**src/rtl/lc3_pkg.sv**
```systemverilog
// Shared LC-3 fetch definitions: word width, pc_sel encodings and fetch FSM states.
package lc3_pkg;

  localparam int unsigned WORD_W = 16;

  localparam logic [1:0] PC_1      = 2'b00;
  localparam logic [1:0] PC_OFFSET = 2'b01;
  localparam logic [1:0] PC_REG    = 2'b10;

  typedef enum logic [2:0] {
    StIdle,
    StReq,
    StWait,
    StHold,
    StErr
  } fetch_state_e;

endpackage

```
**src/rtl/lc3_pc_next.sv**
```systemverilog
// Combinational next-PC select: sequential, PC-relative or register target.
module lc3_pc_next
  import lc3_pkg::*;
(
  input  logic [WORD_W-1:0] pc_i,
  input  logic              pc_write_i,
  input  logic [1:0]        pc_sel_i,
  input  logic [WORD_W-1:0] pc_offset_i,
  input  logic [WORD_W-1:0] reg_target_i,
  output logic [WORD_W-1:0] pc_next_o
);

  always_comb begin
    pc_next_o = pc_i;
    if (pc_write_i) begin
      unique case (pc_sel_i)
        PC_1:      pc_next_o = pc_i;
        PC_OFFSET: pc_next_o = pc_i + pc_offset_i;
        PC_REG:    pc_next_o = reg_target_i;
        default:   pc_next_o = pc_i;
      endcase
    end
  end

endmodule

```
**src/rtl/lc3_fetch_unit.sv**
```systemverilog
// LC-3 instruction fetch stage: owns the PC, fetches over req/ack, applies redirects on retire.
// Define LC3_FETCH_STALL_CNT_EN to build the saturating stall_cycles counter.
module lc3_fetch_unit
  import lc3_pkg::*;
#(
  parameter logic [15:0] RESET_PC    = 16'h3000,
  parameter int unsigned ACK_TIMEOUT = 15
) (
  input  logic        clk,
  input  logic        reset,
  input  logic        instr_done,
  input  logic        pc_write,
  input  logic [1:0]  pc_sel,
  input  logic [15:0] pc_offset,
  input  logic [15:0] reg_target,
  input  logic [15:0] mem_rdata,
  input  logic        mem_ack,
  output logic        mem_req,
  output logic [15:0] mem_addr,
  output logic [15:0] instr,
  output logic        instr_valid,
  output logic [15:0] pc,
  output logic        fetch_err,
  output logic [15:0] stall_cycles
);

  localparam logic [7:0] AckTimeout = 8'(ACK_TIMEOUT);

  fetch_state_e      state_q, state_d;
  logic [WORD_W-1:0] pc_q, pc_d;
  logic [WORD_W-1:0] instr_q, instr_d;
  logic [WORD_W-1:0] pc_redirect;
  logic              mem_req_q, mem_req_d;
  logic              instr_valid_q, instr_valid_d;
  logic              fetch_err_q, fetch_err_d;
  logic [7:0]        wait_cnt_q, wait_cnt_d;

  lc3_pc_next u_pc_next (
    .pc_i         (pc_q),
    .pc_write_i   (pc_write),
    .pc_sel_i     (pc_sel),
    .pc_offset_i  (pc_offset),
    .reg_target_i (reg_target),
    .pc_next_o    (pc_redirect)
  );

  always_comb begin
    state_d       = state_q;
    pc_d          = pc_q;
    instr_d       = instr_q;
    mem_req_d     = mem_req_q;
    instr_valid_d = instr_valid_q;
    fetch_err_d   = fetch_err_q;
    wait_cnt_d    = wait_cnt_q;
    unique case (state_q)
      StIdle: begin
        state_d    = StReq;
        mem_req_d  = 1'b1;
        wait_cnt_d = 8'd0;
      end
      // An ack in the first request cycle is accepted exactly like a later one.
      StReq, StWait: begin
        if (mem_ack) begin
          instr_d       = mem_rdata;
          pc_d          = pc_q + 16'd1;
          instr_valid_d = 1'b1;
          mem_req_d     = 1'b0;
          state_d       = StHold;
        end else begin
          wait_cnt_d = wait_cnt_q + 8'd1;
          state_d    = StWait;
          if (wait_cnt_q + 8'd1 >= AckTimeout) begin
            fetch_err_d = 1'b1;
            mem_req_d   = 1'b0;
            state_d     = StErr;
          end
        end
      end
      StHold: begin
        if (instr_done) begin
          instr_valid_d = 1'b0;
          pc_d          = pc_redirect;
          mem_req_d     = 1'b1;
          wait_cnt_d    = 8'd0;
          state_d       = StReq;
        end
      end
      StErr: begin
        state_d = StErr;
      end
      default: begin
        state_d = StIdle;
      end
    endcase
  end

  always_ff @(posedge clk) begin
    if (reset) begin
      state_q       <= StIdle;
      pc_q          <= RESET_PC;
      instr_q       <= '0;
      mem_req_q     <= 1'b0;
      instr_valid_q <= 1'b0;
      fetch_err_q   <= 1'b0;
      wait_cnt_q    <= 8'd0;
    end else begin
      state_q       <= state_d;
      pc_q          <= pc_d;
      instr_q       <= instr_d;
      mem_req_q     <= mem_req_d;
      instr_valid_q <= instr_valid_d;
      fetch_err_q   <= fetch_err_d;
      wait_cnt_q    <= wait_cnt_d;
    end
  end

`ifdef LC3_FETCH_STALL_CNT_EN
  logic [WORD_W-1:0] stall_q, stall_d;

  always_comb begin
    stall_d = stall_q;
    if ((state_q == StReq || state_q == StWait) && !mem_ack && stall_q != 16'hFFFF) begin
      stall_d = stall_q + 16'd1;
    end
  end

  always_ff @(posedge clk) begin
    if (reset) begin
      stall_q <= '0;
    end else begin
      stall_q <= stall_d;
    end
  end

  assign stall_cycles = stall_q;
`else
  assign stall_cycles = 16'h0000;
`endif

  assign mem_req     = mem_req_q;
  assign mem_addr    = pc_q;
  assign instr       = instr_q;
  assign instr_valid = instr_valid_q;
  assign pc          = pc_q;
  assign fetch_err   = fetch_err_q;

endmodule

```
**config.mk**
```make
export PLATFORM = sky130hd
export DESIGN_NAME = lc3_fetch_unit
export DESIGN_NICKNAME = d
export VERILOG_FILES = /design/src/rtl/lc3_pkg.sv /design/src/rtl/lc3_pc_next.sv /design/src/rtl/lc3_fetch_unit.sv
export SDC_FILE = /design/constraint.sdc
export NUM_CORES = 1
export LEC_CHECK = 0
export ABC_CLOCK_PERIOD_IN_PS = 2450
export CELL_PAD_IN_SITES_DETAIL_PLACEMENT = 1
export CELL_PAD_IN_SITES_GLOBAL_PLACEMENT = 2
export CORE_ASPECT_RATIO = 0.5
export CORE_MARGIN = 2
export CORE_UTILIZATION = 22
export DETAILED_ROUTE_END_ITERATION = 8
export PLACE_DENSITY_LB_ADDON = 0.1
export SLEW_MARGIN = 5
export SYNTH_ARGS = -nofsm -noshare
export SYNTH_HDL_FRONTEND = slang
export SYNTH_SLANG_ARGS = --single-unit
export TNS_END_PERCENT = 5
```
**constraint.sdc**
```tcl
create_clock -name clk -period 2.45 [get_ports clk]
set_input_delay 0.735 -clock clk [delete_from_list [all_inputs] [get_ports clk]]
set_output_delay 0.735 -clock clk [all_outputs]
set_load 0.01 [all_outputs]
```
; ---- Word level (Yosys, flattened, before mapping)
; Index checks and enable logic that the tools add are counted.
[word_totals]
ff_bits = 46
inputBits = 55
elab_cells = 53
[op_classes]
addsub = 3
magnitude_cmp = 1
eq_ne = 12
n_mux = 19
bitwise = 1
reduce_logical = 10
[op_table]
columns = op, count
row1 = $pmux 16 s2, 2
row2 = $mux 16, 3
row3 = $pmux 8 s3, 1
row4 = $add 16x1->16 const B, 1
row5 = $add 16x16->16, 1
row6 = $mux 8, 2
row7 = $pmux 3 s4, 1
row8 = $reduce_and 3->1, 4
row9 = $mux 3, 3
row10 = $add 8x1->8 const B, 1
row11 = $ge 8x4->1 const B, 1
row12 = $ne 2x2->1 const B, 4
row13 = $eq 3x2->1 const B, 2
row14 = $mux 1, 5
row15 = $reduce_and 5->1, 1
row16 = $eq 3x1->1 const B, 1
row17 = $eq 3x3->1 const B, 1
row18 = $logic_not 3->1, 1
row19 = $ne 3x1->1 const B, 1
row20 = $ne 3x3->1 const B, 1
row21 = $pmux 1 s3, 1
row22 = $reduce_bool 3->1, 1
row23 = $eq 2x1->1 const B, 1
row24 = $eq 2x2->1 const B, 1
row25 = 5 further kinds, 5

; ---- Depth between registers and ports, before layout
[logic_depth]
word_depth = 5
depth_mapped = 8
mapped_depth_nobuf = 8

; ---- Hierarchy
; A second synthesis with hierarchy kept.
[hier_totals]
hier_cells = 497
hier_area_um2 = 3692.3
[modules_own_cells]
columns = module, n_inst, cells_each, area_per_inst_um2, seq_area_each_um2
row1 = lc3_fetch_unit, 1, 330, 2548.7, 920.9
row2 = lc3_pc_next, 1, 167, 1143.6, 0.0

; ---- Least setup slack after synthesis
; No wires, ideal clock.
[synth_timing]
path_type = input-to-reg
from = input pc_offset[0]
to = register pc_q[14] (netlist: mem_addr[14])
t_arrival_ps = 2511
t_required_ps = 2325
path_slack_ps = -186
cell_stages = 8
path_buffers = 0
path_cell_list = ha_1 fa_1 a21o_1 a221oi_2 o21ai_0 a221oi_1 nand4bb_1 nand3_1
[synth_via]
elab_chain_len = 5
[synth_rtl]
columns = element, line
row1 = from (decl), lc3_fetch_unit.sv:14  ; input logic [15:0] pc_offset,
row2 = $add 16x16->16, lc3_pc_next.sv:18  ; PC_OFFSET: pc_next_o = pc_i + pc_offset_i;
row3 = $pmux 16 s2, lc3_pc_next.sv:16  ; unique case (pc_sel_i)
row4 = $mux 16, lc3_pc_next.sv:15  ; if (pc_write_i) begin
row5 = $mux 16, lc3_fetch_unit.sv:80  ; if (instr_done) begin
row6 = $pmux 16 s2, lc3_fetch_unit.sv:55  ; unique case (state_q)
row7 = to (signal assigned), lc3_fetch_unit.sv:108  ; pc_q <= pc_d;
row8 = to (decl), lc3_fetch_unit.sv:30  ; logic [WORD_W-1:0] pc_q, pc_d;
; No other way between the ends. The select of a mux whose other input is x is not followed.
; A chain may end at the register's enable or synchronous reset.

; ---- Worst setup path in the final report
[layout_timing]
from = input pc_offset[6]
to = register pc_q[9] (netlist: mem_addr[9])
; The elaborated chain is that of the path after synthesis.

==> flow_results.org <==
** Clock tree
- Hold repair after CTS inserted 0 buffers.
- Clock-pin slew was measured on the worst setup and hold paths at 0.07 ns.
- Clock root buffer :: sky130_fd_sc_hd__clkbuf_16
- Clock sink total :: 46
- Largest buffer count on any clock path :: 2
- Clock latency on the worst-skew pair, taken at its later pin, is 0.29 ns.
- Total number of H-tree levels :: 2
- The number of clock buffers added by TritonCTS is 5.
- CTS tree :: done

** Critical path
- Critical Path Start Type :: input port
- Cells traversed along the worst timing path :: clkdlybuf4s50_1, ha_1, a21o_1, and2_1, a31o_2, buf_4, o22ai_2, xnor2_1, o2bb2ai_1
- Length in cells of the worst reg-to-reg path :: 9
- Max stage delay on crit path :: roughly 0.41 ns
- The worst register-to-register path ends at mem_addr[8]$_SDFFE_PP0P_.
- Of all nets on the critical path, the largest fanout is 3.
- The critical path in this run is classified as input port to flip-flop.
- The setup check on the worst reg-to-reg path leaves a slack of roughly 0.29 ns.
- Worst Setup EP :: mem_addr[9]$_SDFFE_PP0P_
- Master of the slowest instance on the critical path :: sky130_fd_sc_hd__clkdlybuf4s50_1
- The critical path contains buffers and inverters numbering 2 combined.
- On the critical path the largest part of the delay comes from compound AO/OA/AOI/OAI gates.
- Critical register-to-register path startpoint :: mem_addr[0]$_SDFFE_PP0P_
- Worst path depth :: 9
- Crit path capture type :: flip-flop
- Tracing the worst setup path back leads to its startpoint at pc_offset[6].
- Endpoint required time on the critical path :: 2.68 ns
- CP arrival :: about 2.6 ns

** Routing
- For this block, the routed nets add up to 13.0 mm of wire.
- Initial DRC count :: 114
- The routed design uses 416 um of met3 wire.
- The routed layout has about 3800 vias.
- Post-route DRC violation count :: 0
- In this run the top signal layer used is met4.
- The first TritonRoute pass finished after 4 iterations.
- After detailed routing, the met2 layer carries around 5.6 mm of wire.
- Using the TritonRoute via totals, the vias-per-cell ratio works out to ~4.7.
- Dividing the detail-routed wire length by the instance count gives about 16 um.
- Post-route ant nets :: 0
- Met1 layer wirelength in the final routing :: about 6.9 mm

** STA
- The count of pins over their slew limit is 0.
- The worst path meets setup with 0.0708 ns of slack.
- Setup repair after global routing could not meet its margin everywhere.
- Fmax :: 420 MHz
- Tcrit/Tclk final :: between 90% and 100%
- The total count of hold-check failures in the final report was 0.
- In this run the tightest slew margin relative to its limit is around 65%.
- For the pin with the worst max-slew slack, the measured transition is 0.527 ns.
- Setup violations remaining at the end of the flow were counted as 0.
- Period minus WS final :: 2.38 ns
- Clock skew on the completed layout was measured at a little under 0.005 ns.

** Global route
- Number of global-route vias before repair :: ~3800
- Global-route wire length before repair :: just over 20 mm
- For this run, the total global-route usage over all layers was measured as between 10% and 20%.
- The number of antenna violations at the first check in global routing was 0.
- Pin count of the biggest net entering global routing :: 35
- After global routing the overflow that remains totals 0.

** Floorplanning
- From bottom edge to top edge, the die measures between 90 and 100 um.
- The die covers between 15000 and 20000 um^2.
- The floorplan has 32 rows.
- Initial core utilization :: 22.4%
- For this design the top-level I/O count stands at about 120.
- Core area :: 15300 um^2
- Width of the chip :: 180 um

** Yosys
- Dividing the synthesized area by the synthesized cell count gives around 7.6 um^2.
- After synthesis, flip-flops and latches occupy a little over a quarter of the total area.
- By instance count, the leading cell after synthesis is sky130_fd_sc_hd__a21oi_1.
- Of the post-synthesis cell area, the dominant cell type holds 26.9%.
- Yosys attributes the largest share of cell area to sky130_fd_sc_hd__dfxtp_1 (27%), sky130_fd_sc_hd__a21oi_1 (7.6%), sky130_fd_sc_hd__buf_4 (7.2%).
- Top flip-flop cell by instance count after synthesis :: sky130_fd_sc_hd__dfxtp_1
- Async set-or-reset flop fraction in the synthesized netlist :: 0%
- Number of distinct library cells after synthesis :: 67
- Leading area contributor after synthesis :: sky130_fd_sc_hd__dfxtp_1
- In this run, synthesis inferred 0 flip-flops with an integrated enable.
- The mapped netlist covers approximately 3400 um^2.
- Synthesis inferred 46 register bits.
- The commonest cells after synthesis are sky130_fd_sc_hd__a21oi_1 (52), sky130_fd_sc_hd__nand2_1 (50), sky130_fd_sc_hd__dfxtp_1 (46).
- The Yosys step of the flow raised 0 warnings.
- The cell count after synthesis came out at 449.

** Layout
- Final net count :: between 600 and 700
- The number of antenna diodes in the final layout is 0.
- Share of final-layout standard cells stronger than drive strength 1 :: 19.1%
- The finished layout holds 801 standard cells, fillers aside.
- Relative to the synthesized area, the layout overhead comes to 54.8%.

** Power
- For this design the static power due to leakage is ~2.1 nW.
- Power Dens Cells :: 479 nW/um^2
- In this run, the clock network consumes between 20 and 30% of the power.
- Pint :: 1.67 mW
- Net switching is between 30% and 40% of the power.
- Combinational logic burns a little under two fifths of the power.
- Power share of the sequential group :: ~35%
- The worst-case IR drop observed on VDD is approximately 290 uV.
- For this design the total switching power over the nets is about 860 uW.

** Place
- Routability-driven placement finished with a final weighted congestion of 0.775.
- Detailed placement finished with a half-perimeter wire length of 10.1 mm.
- In this run the tool buffered the top-level ports with roughly 110 buffer cells.
- Post-Place Cells :: approximately 800
- Post-Place Worst Slack :: -0.627 ns

** Hold path
- Hold/Removal Path Class :: flip-flop to flip-flop

** Job
- Max-cap check violation count :: 0

** Outcome
- Run status :: completed
[worst min-delay path by stage]
stage | endpoint | slack [ns] | depth (start not counted) | from
2_1_floorplan | instr[0]$_SDFFE_PP0P_ | 0.48 | 2 | instr[0]$_SDFFE_PP0P_
3_3_place_gp | instr[4]$_SDFFE_PP0P_ | 0.44 | 2 | instr[4]$_SDFFE_PP0P_
3_5_place_dp | instr[11]$_SDFFE_PP0P_ | 0.45 | 2 | instr[11]$_SDFFE_PP0P_
4_1_cts | instr[11]$_SDFFE_PP0P_ | 0.46 | 2 | instr[11]$_SDFFE_PP0P_
5_1_grt | instr[9]$_SDFFE_PP0P_ | 0.47 | 2 | instr[9]$_SDFFE_PP0P_
6_report | instr[15]$_SDFFE_PP0P_ | 0.46 | 2 | instr[15]$_SDFFE_PP0P_
[registers in the layout (all words and copies together) (netlist names)]
register     flops
fetch_err        1
instr           16
instr_valid      1
mem_addr        16
mem_req          1
state_q          3
wait_cnt_q       8
[cell usage in the layout, fill, tap and decap left out, types with 10 or more instances in the layout]
master                            count
sky130_fd_sc_hd__nor2_1              30
sky130_fd_sc_hd__conb_1              16
sky130_fd_sc_hd__and3_1              11
sky130_fd_sc_hd__nand3_1             17
sky130_fd_sc_hd__nand4_1             10
sky130_fd_sc_hd__clkdlybuf4s50_1     94
sky130_fd_sc_hd__nand2_1             50
sky130_fd_sc_hd__a21oi_1             50
sky130_fd_sc_hd__dfxtp_1             46
sky130_fd_sc_hd__o21ai_0             27
sky130_fd_sc_hd__buf_4               75
[tightest hold or removal path: cells and delay by family (launching register included)]
kind | cells | cell delay [ns]
flops | 1 | 0.31
compound gates | 1 | 0.05
simple gates | 1 | 0.05
[metrics by stage]
step	utilization [%]	total power [mW]	setup TNS, ns	hold WS [ns]	instance area [um^2]
2_1_floorplan	-	1.36	-0.160	0.481	3490
3_3_place_gp	32.5	1.81	-5.86	0.443	4970
3_5_place_dp	32.5	1.81	-6.25	0.450	4970
4_1_cts	34.1	2.57	-0.0290	0.460	5210
5_1_grt	34.6	2.71	-0.0615	0.471	5300
6_report	34.6	2.54	0	0.456	5300
[what timing repair did]
item                       in CTS  in global routing
setup endpoints to repair      12                  8
gates resized for setup        22                 13
buffers inserted                1                  3
pin swaps                      13                 16
[layout make-up]
type / instances / area (um^2)
Sequential cell: 46 / 921
Fill cell: 1849 / 10000
Timing Repair Buffer: 180 / 1610
Multi-Input combinational cell: 355 / 2330
Inverter: 8 / 30.0
Tap cell: 204 / 255
Clock buffer: 5 / 125
Clock inverter: 3 / 25.0
[power groups by stage]
stage,logic [mW],clock network (mW),registers [mW]
after floorplan,0.469,0,0.894
after global placement,0.919,0,0.891
after detailed placement,0.919,0,0.891
after CTS,0.941,0.750,0.878
after global routing,1.04,0.784,0.888
final,0.944,0.716,0.879
[layer usage]
layer,global-route usage [%],vias to the layer above
met2,24.9,81
met3,2.54,2
li1,-,1882
met1,22.3,1793
met5,0,-
met4,1.61,0
[logic make-up after synthesis]
kind of cell	count (synthesis)	synth area share, %
AO/OA/AOI/OAI	145	27.5
XOR/XNOR	14	3.80
adder cells (fa/ha/maj)	19	7.16
buffers and inverters	63	11.1
flip-flops	46	26.9
other	1	0.110
AND/OR/NAND/NOR	161	23.4
No activity file was read; power rests on OpenSTA's default activity.
